[config.mk]
export PLATFORM = sky130hd
export DESIGN_NAME = anc_sample_source_flat
export DESIGN_NICKNAME = d
export VERILOG_FILES = /design/src/rtl/anc_pkg.sv /design/src/rtl/anc_sample_source_if.sv /design/src/rtl/anc_frame_fifo.sv /design/src/rtl/anc_sample_source.sv /design/src/flat_wrapper.sv
export SDC_FILE = /design/constraint.sdc
export NUM_CORES = 1
export LEC_CHECK = 0
export ABC_AREA = 1
export CAP_MARGIN = 20
export CORE_ASPECT_RATIO = 1.25
export CORE_MARGIN = 4
export CORE_UTILIZATION = 30
export DETAILED_ROUTE_END_ITERATION = 8
export HOLD_SLACK_MARGIN = 0.03
export PLACE_DENSITY = 0.53
export SLEW_MARGIN = 20
export SYNTH_ARGS = -nofsm -noshare
export SYNTH_HDL_FRONTEND = slang
export SYNTH_SLANG_ARGS = --single-unit
export TNS_END_PERCENT = 5
[constraint.sdc]
create_clock -name clk -period 3.5 [get_ports clk]
set_input_delay 0.7 -clock clk [delete_from_list [all_inputs] [get_ports clk]]
set_output_delay 0.7 -clock clk [all_outputs]
set_load 0.05 [all_outputs]
[src/rtl/anc_pkg.sv]
// anc_pkg: shared definitions for the ANC sample source.
//   CH_E / CH_X / CH_A / CH_RSV : ADC channel tags
//   SAMPLE_W                    : sample width
//   anc_frame_t                 : one controller frame {e, x, a, u}
package anc_pkg;

  localparam int SAMPLE_W = 16;

  localparam logic [1:0] CH_E   = 2'd0;
  localparam logic [1:0] CH_X   = 2'd1;
  localparam logic [1:0] CH_A   = 2'd2;
  localparam logic [1:0] CH_RSV = 2'd3;

  typedef struct packed {
    logic signed [SAMPLE_W-1:0] e;
    logic signed [SAMPLE_W-1:0] x;
    logic signed [SAMPLE_W-1:0] a;
    logic signed [SAMPLE_W-1:0] u;
  } anc_frame_t;

endpackage

[src/rtl/anc_sample_source_if.sv]
// anc_sample_source_if: sample handshake between the sample source and the
// ANC controller.
//   master (source)    : drives in_valid, e_out, x_out, a_out, u_out;
//                        receives controller_ready
//   slave (controller) : mirror image
interface anc_sample_source_if;
  import anc_pkg::*;

  logic                       in_valid;
  logic                       controller_ready;
  logic signed [SAMPLE_W-1:0] e_out;
  logic signed [SAMPLE_W-1:0] x_out;
  logic signed [SAMPLE_W-1:0] a_out;
  logic signed [SAMPLE_W-1:0] u_out;

  modport master (
    output in_valid, e_out, x_out, a_out, u_out,
    input  controller_ready
  );

  modport slave (
    input  in_valid, e_out, x_out, a_out, u_out,
    output controller_ready
  );

endinterface

[src/rtl/anc_frame_fifo.sv]
// anc_frame_fifo: first-word-fall-through FIFO of anc_frame_t.
//   clk, rst_n  : clock, async active-low reset (storage cleared to 0)
//   push/data   : write request; accepted when not full, or when full and a
//                 pop happens in the same cycle
//   pop         : advance head (ignored when empty)
//   head        : frame at the read pointer, registered storage
//   full/empty  : status; pointers are AW+1 bits, full = MSBs differ, LSBs equal
//   level       : occupancy 0..DEPTH
module anc_frame_fifo
  import anc_pkg::*;
#(
  parameter int DEPTH = 4,
  parameter int AW    = 2
) (
  input  logic        clk,
  input  logic        rst_n,
  input  logic        push,
  input  anc_frame_t  push_data,
  input  logic        pop,
  output anc_frame_t  head,
  output logic        full,
  output logic        empty,
  output logic [AW:0] level
);

  localparam logic [AW:0] PTR_ONE = {{AW{1'b0}}, 1'b1};

  anc_frame_t  mem_q [DEPTH];
  anc_frame_t  mem_d [DEPTH];
  logic [AW:0] wptr_q, wptr_d;
  logic [AW:0] rptr_q, rptr_d;
  logic        do_push, do_pop;

  assign empty   = (wptr_q == rptr_q);
  assign full    = (wptr_q[AW] != rptr_q[AW]) && (wptr_q[AW-1:0] == rptr_q[AW-1:0]);
  assign do_pop  = pop && !empty;
  // A full FIFO still accepts a write when the head leaves in the same cycle.
  assign do_push = push && (!full || do_pop);

  always_comb begin
    mem_d  = mem_q;
    wptr_d = wptr_q;
    rptr_d = rptr_q;
    if (do_push) begin
      mem_d[wptr_q[AW-1:0]] = push_data;
      wptr_d                = wptr_q + PTR_ONE;
    end
    if (do_pop) begin
      rptr_d = rptr_q + PTR_ONE;
    end
  end

  always_ff @(posedge clk or negedge rst_n) begin
    if (!rst_n) begin
      wptr_q <= '0;
      rptr_q <= '0;
      for (int i = 0; i < DEPTH; i++) begin
        mem_q[i] <= '0;
      end
    end else begin
      wptr_q <= wptr_d;
      rptr_q <= rptr_d;
      for (int i = 0; i < DEPTH; i++) begin
        mem_q[i] <= mem_d[i];
      end
    end
  end

  assign head  = mem_q[rptr_q[AW-1:0]];
  assign level = wptr_q - rptr_q;

endmodule

[src/rtl/anc_sample_source.sv]
// anc_sample_source: assembles channel-tagged ADC words into {e, x, a, u}
// frames and feeds them to the ANC controller through a small FWFT FIFO.
//   clk, rst_n         : clock, async active-low reset
//   adc_valid/chan/data: incoming ADC word (chan 0=e, 1=x, 2=a, 3=reserved)
//   u_cfg              : LMS step size, captured when a frame completes
//   smp (master)       : in_valid / controller_ready handshake + frame fields
//   frame_err          : one-cycle pulse after a reserved or duplicate word
//   drop_cnt           : saturating count of frames dropped on a full FIFO
//   fifo_level         : FIFO occupancy
// Build option ANC_SRC_DROP_CNT_EN: when undefined, drop_cnt is tied to 0
// and no counter is built; frames are still dropped on full.
//
// state   | meaning
// IDLE    | no channel collected (mask == 0)
// COLLECT | partial frame held (mask != 0)
module anc_sample_source
  import anc_pkg::*;
#(
  parameter int DEPTH = 4,
  parameter int AW    = 2,
  parameter int CNT_W = 8
) (
  input  logic                       clk,
  input  logic                       rst_n,
  input  logic                       adc_valid,
  input  logic [1:0]                 adc_chan,
  input  logic signed [SAMPLE_W-1:0] adc_data,
  input  logic signed [SAMPLE_W-1:0] u_cfg,
  anc_sample_source_if.master        smp,
  output logic                       frame_err,
  output logic [CNT_W-1:0]           drop_cnt,
  output logic [AW:0]                fifo_level
);

  typedef enum logic {IDLE, COLLECT} state_e;

  state_e                     state_q, state_d;
  logic [2:0]                 mask_q, mask_d;
  logic signed [SAMPLE_W-1:0] hold_e_q, hold_e_d;
  logic signed [SAMPLE_W-1:0] hold_x_q, hold_x_d;
  logic signed [SAMPLE_W-1:0] hold_a_q, hold_a_d;
  logic                       frame_err_q, frame_err_d;

  logic [2:0]  chan_bit;
  logic        push_req;
  anc_frame_t  push_frame;
  anc_frame_t  head;
  logic        fifo_full, fifo_empty;
  logic        in_valid;
  logic        pop;

  assign chan_bit = 3'b001 << adc_chan;

  always_comb begin
    mask_d      = mask_q;
    hold_e_d    = hold_e_q;
    hold_x_d    = hold_x_q;
    hold_a_d    = hold_a_q;
    frame_err_d = 1'b0;
    push_req    = 1'b0;
    push_frame  = '0;

    if (adc_valid) begin
      if (adc_chan == CH_RSV) begin
        frame_err_d = 1'b1;
        mask_d      = 3'b000;
      end else if (state_q == COLLECT && (mask_q & chan_bit) != 3'b000) begin
        // Duplicate channel: the new word starts a fresh frame.
        frame_err_d = 1'b1;
        mask_d      = chan_bit;
      end else if ((mask_q | chan_bit) == 3'b111) begin
        // Completing word bypasses its holding register.
        push_req     = 1'b1;
        mask_d       = 3'b000;
        push_frame.e = (adc_chan == CH_E) ? adc_data : hold_e_q;
        push_frame.x = (adc_chan == CH_X) ? adc_data : hold_x_q;
        push_frame.a = (adc_chan == CH_A) ? adc_data : hold_a_q;
        push_frame.u = u_cfg;
      end else begin
        mask_d = mask_q | chan_bit;
      end

      if (adc_chan == CH_E) hold_e_d = adc_data;
      if (adc_chan == CH_X) hold_x_d = adc_data;
      if (adc_chan == CH_A) hold_a_d = adc_data;
    end

    state_d = (mask_d == 3'b000) ? IDLE : COLLECT;
  end

  always_ff @(posedge clk or negedge rst_n) begin
    if (!rst_n) begin
      state_q     <= IDLE;
      mask_q      <= '0;
      hold_e_q    <= '0;
      hold_x_q    <= '0;
      hold_a_q    <= '0;
      frame_err_q <= 1'b0;
    end else begin
      state_q     <= state_d;
      mask_q      <= mask_d;
      hold_e_q    <= hold_e_d;
      hold_x_q    <= hold_x_d;
      hold_a_q    <= hold_a_d;
      frame_err_q <= frame_err_d;
    end
  end

  assign in_valid = !fifo_empty;
  assign pop      = in_valid && smp.controller_ready;

  anc_frame_fifo #(
    .DEPTH (DEPTH),
    .AW    (AW)
  ) u_fifo (
    .clk       (clk),
    .rst_n     (rst_n),
    .push      (push_req),
    .push_data (push_frame),
    .pop       (pop),
    .head      (head),
    .full      (fifo_full),
    .empty     (fifo_empty),
    .level     (fifo_level)
  );

`ifdef ANC_SRC_DROP_CNT_EN
  localparam logic [CNT_W-1:0] CNT_ONE = {{(CNT_W-1){1'b0}}, 1'b1};

  logic [CNT_W-1:0] drop_cnt_q, drop_cnt_d;
  logic             drop;

  assign drop = push_req && fifo_full && !pop;

  always_comb begin
    drop_cnt_d = drop_cnt_q;
    if (drop && drop_cnt_q != '1) begin
      drop_cnt_d = drop_cnt_q + CNT_ONE;
    end
  end

  always_ff @(posedge clk or negedge rst_n) begin
    if (!rst_n) begin
      drop_cnt_q <= '0;
    end else begin
      drop_cnt_q <= drop_cnt_d;
    end
  end

  assign drop_cnt = drop_cnt_q;
`else
  logic unused_fifo_full;
  assign unused_fifo_full = fifo_full;
  assign drop_cnt         = '0;
`endif

  assign frame_err    = frame_err_q;
  assign smp.in_valid = in_valid;
  assign smp.e_out    = head.e;
  assign smp.x_out    = head.x;
  assign smp.a_out    = head.a;
  assign smp.u_out    = head.u;

endmodule
[src/flat_wrapper.sv]
// flat-port wrapper written by rule: the top's interface ports become plain ports
module anc_sample_source_flat import anc_pkg::*;
#(
  parameter int DEPTH = 4,
  parameter int AW    = 2,
  parameter int CNT_W = 8
)
  (clk, rst_n, adc_valid, adc_chan, adc_data, u_cfg, frame_err, drop_cnt, fifo_level, smp_in_valid, smp_e_out, smp_x_out, smp_a_out, smp_u_out, smp_controller_ready);
  anc_sample_source_if smp_i ();
  input  logic clk;
  input  logic rst_n;
  input  logic adc_valid;
  input  logic [1:0] adc_chan;
  input  logic signed [SAMPLE_W-1:0] adc_data;
  input  logic signed [SAMPLE_W-1:0] u_cfg;
  output logic frame_err;
  output logic [CNT_W-1:0] drop_cnt;
  output logic [AW:0] fifo_level;
  output wire logic [$bits(smp_i.in_valid)-1:0] smp_in_valid;
  output wire logic [$bits(smp_i.e_out)-1:0] smp_e_out;
  output wire logic [$bits(smp_i.x_out)-1:0] smp_x_out;
  output wire logic [$bits(smp_i.a_out)-1:0] smp_a_out;
  output wire logic [$bits(smp_i.u_out)-1:0] smp_u_out;
  input wire logic [$bits(smp_i.controller_ready)-1:0] smp_controller_ready;
  assign smp_in_valid = smp_i.in_valid;
  assign smp_e_out = smp_i.e_out;
  assign smp_x_out = smp_i.x_out;
  assign smp_a_out = smp_i.a_out;
  assign smp_u_out = smp_i.u_out;
  assign smp_i.controller_ready = smp_controller_ready;
  anc_sample_source #(.DEPTH(DEPTH), .AW(AW), .CNT_W(CNT_W)) u_core (.clk(clk), .rst_n(rst_n), .adc_valid(adc_valid), .adc_chan(adc_chan), .adc_data(adc_data), .u_cfg(u_cfg), .smp(smp_i), .frame_err(frame_err), .drop_cnt(drop_cnt), .fifo_level(fifo_level));
endmodule
==> flow_summary_export.csv <==
group,metric,value,unit
run_status,outcome,"complete, no violations",
cts,cts.repair.resized,0,
worst_setup_path,timing.critical_path.buf_inv,2,
worst_setup_path,required,2.80,ns
timing,worst_slew_pin_slew,1.03,ns
min_path,worstHoldPathType,"in2async",
route,drt_iter0_drc,1259,
global_routing,grt.overflow.total,0,
final_layout,final_nets,1965,
floorplan,dieArea,53300,um2
power,powerDensity,879,nW/um2
floorplan,ioPinCount,115,
cts,cts_buffers,34,
power,p_int,8340,uW
power,power_leakage,0.00892,uW
cts,insertion_delay,0.52,ns
power,p_switching,7190,uW
timing,finalHoldViolCount,0,
placed_design,dp_hpwl,28300,um
timing,layout_min_cycle_time,3.35,ns
synth,synth_top_area_frac,0.530,
final_layout,drive_gt1_frac,0.0891,
cts,ctsHoldBuffers,0,
synth,ys_ff_latch,315,
worst_setup_path,startpoint_type,"flop",
cts,cts_tree,"yes",
worst_setup_path,path_cells,"ha_1, fa_1, inv_1, clkdlybuf4s50_1",
timing,tns,0,ns
final_layout,area_growth,18.7,%
final_layout,antenna_cells,0,
global_routing,grt_pass1_vias,12900,
timing,drv_slew,0,
cts,cts.sinks,315,
route,antenna_left,0,
synth,synth_warnings,0,
worst_setup_path,worst-path-max-fanout,20,
timing,relSlewSlack,0.316,
job,maxCapViolations,0,
cts,cts_root_buf,"clkbuf_16",
floorplan,die_w,207,um
timing,setup_viol,0,
global_routing,grt_first_pass_wirelength,75600,um
worst_setup_path,critPathKind,"reg2out",
worst_setup_path,slowest_stage,"clkdlybuf4s50_1",
floorplan,design.core.area,49200,um2
synth,synth_top_area_cell,"dfrtp_1",
route,first_pass_iters,6,
route,routedWlPerCell,18.7,um
global_routing,grt_max_degree,113,
final_layout,final_cell_mix,"nand2_1, dfrtp_1, nand3_1",
placed_design,globalplace.congestion,0.804,
cts,htreeDepth,2,
timing,fin_crit_sh,0.957,
route,vias_per_cell,5.06,
route,drc_errors,0,
synth,mappedNetlistArea,14900,um2
cts,cts_setup_buffers,0,
floorplan,start_util,0.303,
cts,clk_pin_slew,0.06,ns
power,swShare,0.463,
synth,synth_area_leaders,"dfrtp_1, nand2_1, nand3_1",
placed_design,io_buffers,106,
synth,synthCells,1887,
timing,fmax,298,MHz
route,via_count,13100,
route,drt_wl_total,48400,um
synth,yosysSeqAreaShare,0.530,
power,ir_drop,688,uV
worst_setup_path,r2r_setup_slack,0.83,ns
synth,syn_area_per_cell,7.89,um2
synth,synth.distinct_cells,23,
timing,finClkSkew,0.0156,ns
worst_setup_path,critPathTopFamily,"buffers and inverters",
cts,clockBufferDepth,3,
floorplan,rows,91,
worst_setup_path,slowest_delay,0.80,ns
worst_setup_path,endpoint_kind,"primary output",
power,combPwrFrac,0.494,
final_layout,utilization,0.359,
worst_setup_path,crit_arrival,2.65,ns
global_routing,track_usage,0.175,
final_layout,final_common_cell,"nand2_1",
power,seqPwrFrac,0.282,
timing,rsz0062_at_grt,"false",
power,p_clk_frac,0.224,
floorplan,die_h,257,um
global_routing,antenna_found_initial,1,
sequential cells by signal (all words and copies together) (netlist names):
signal / count
u_core.hold_x_q: 16
u_core.u_fifo.mem_q: 256
u_core.state_q: 1
u_core.hold_a_q: 16
u_core.u_fifo.wptr_q: 3
u_core.mask_q: 3
u_core.hold_e_q: 16
u_core.u_fifo.rptr_q: 3
u_core.frame_err: 1
power by group through the flow:
stage / registers [uW] / clock network, uW / logic [uW]
after floorplan: 4350 / 0 / 4800
after global placement: 4430 / 0 / 7740
after detailed placement: 4440 / 0 / 7760
after CTS: 4370 / 3570 / 7780
after global routing: 4430 / 3700 / 8210
final: 4380 / 3480 / 7670
per-layer routing:
layer	vias to the layer above	wire (um)	track usage
li1	6229	-	-
met5	-	11	0
met4	2	1220	0.0533
met3	66	2430	0.0238
met2	375	23500	0.293
met1	6442	21200	0.238
path summary, 6_finish.rpt:
kind | start | to | cells after the start
min in group clk | u_core.u_fifo.mem_q[142]$_DFFE_PN0P_ | u_core.u_fifo.mem_q[142]$_DFFE_PN0P_ | 2
min reg2reg | u_core.u_fifo.mem_q[142]$_DFFE_PN0P_ | u_core.u_fifo.mem_q[142]$_DFFE_PN0P_ | 2
max reg2reg | u_core.u_fifo.rptr_q[1]$_DFFE_PN0P_ | u_core.u_fifo.mem_q[70]$_DFFE_PN0P_ | 8
max | u_core.u_fifo.rptr_q[0]$_DFFE_PN0P_ | fifo_level[1] | 4
min | rst_n | u_core.u_fifo.mem_q[227]$_DFFE_PN0P_ | 1
max in group asynchronous | rst_n | u_core.hold_a_q[2]$_DFFE_PN0P_ | 2
area by class of cell:
type | instances | area, um2
Fill cell | 5117 | 31500
Sequential cell | 315 | 7890
Multi-Input combinational cell | 1357 | 6070
Timing Repair Buffer | 145 | 1580
Clock buffer | 52 | 1020
Tap cell | 651 | 815
Inverter | 66 | 249
Clock inverter | 6 | 33.8
cells by family after synthesis:
kind of cell | after synthesis | share of synthesized area
and+or+nand+nor | 996 | 0.275
other | 1 | 0.000252
adders and majority gates | 8 | 0.00723
xor gates and xnor gates | 4 | 0.00235
AOI/OAI and AO/OA | 341 | 0.120
buffers and inverters | 222 | 0.0652
DFF | 315 | 0.530
per-stage QoR:
| step | hold WS, ns | cells | instance area [um2] | setup slack (ns) | power [uW] |
|---|---|---|---|---|---|
| 3_5_place_dp | 0.453 | 2534 | 16600 | 0.394 | 12200 |
| 6_report | 0.183 | 2592 | 17700 | 0.149 | 15500 |
| 4_1_cts | 0.191 | 2592 | 17700 | 0.0457 | 15700 |
| 3_3_place_gp | 0.448 | 2534 | 16600 | 0.448 | 12200 |
| 5_1_grt | 0.219 | 2592 | 17700 | 0.0813 | 16300 |
| 2_1_floorplan | 0.404 | 1894 | 14900 | 0.714 | 9150 |
cell usage after synthesis:
| master | instances |
|---|---|
| fa_1 | 1 |
| clkbuf_1 | 88 |
| clkinv_1 | 1 |
| nand3_2 | 2 |
| xor2_1 | 4 |
| a21oi_1 | 50 |
| o22ai_1 | 64 |
| o21ai_0 | 227 |
| nor2_2 | 1 |
| ha_1 | 7 |
| nand4_1 | 1 |
| nand3_1 | 267 |
| nor2_1 | 181 |
| buf_2 | 44 |
| nand2_1 | 541 |
| dfrtp_1 | 315 |
| conb_1 | 1 |
| inv_2 | 3 |
| nand2_2 | 3 |
| buf_4 | 18 |
| inv_1 | 62 |
| buf_1 | 4 |
| buf_6 | 2 |
Power figures use the tool's default switching activity.
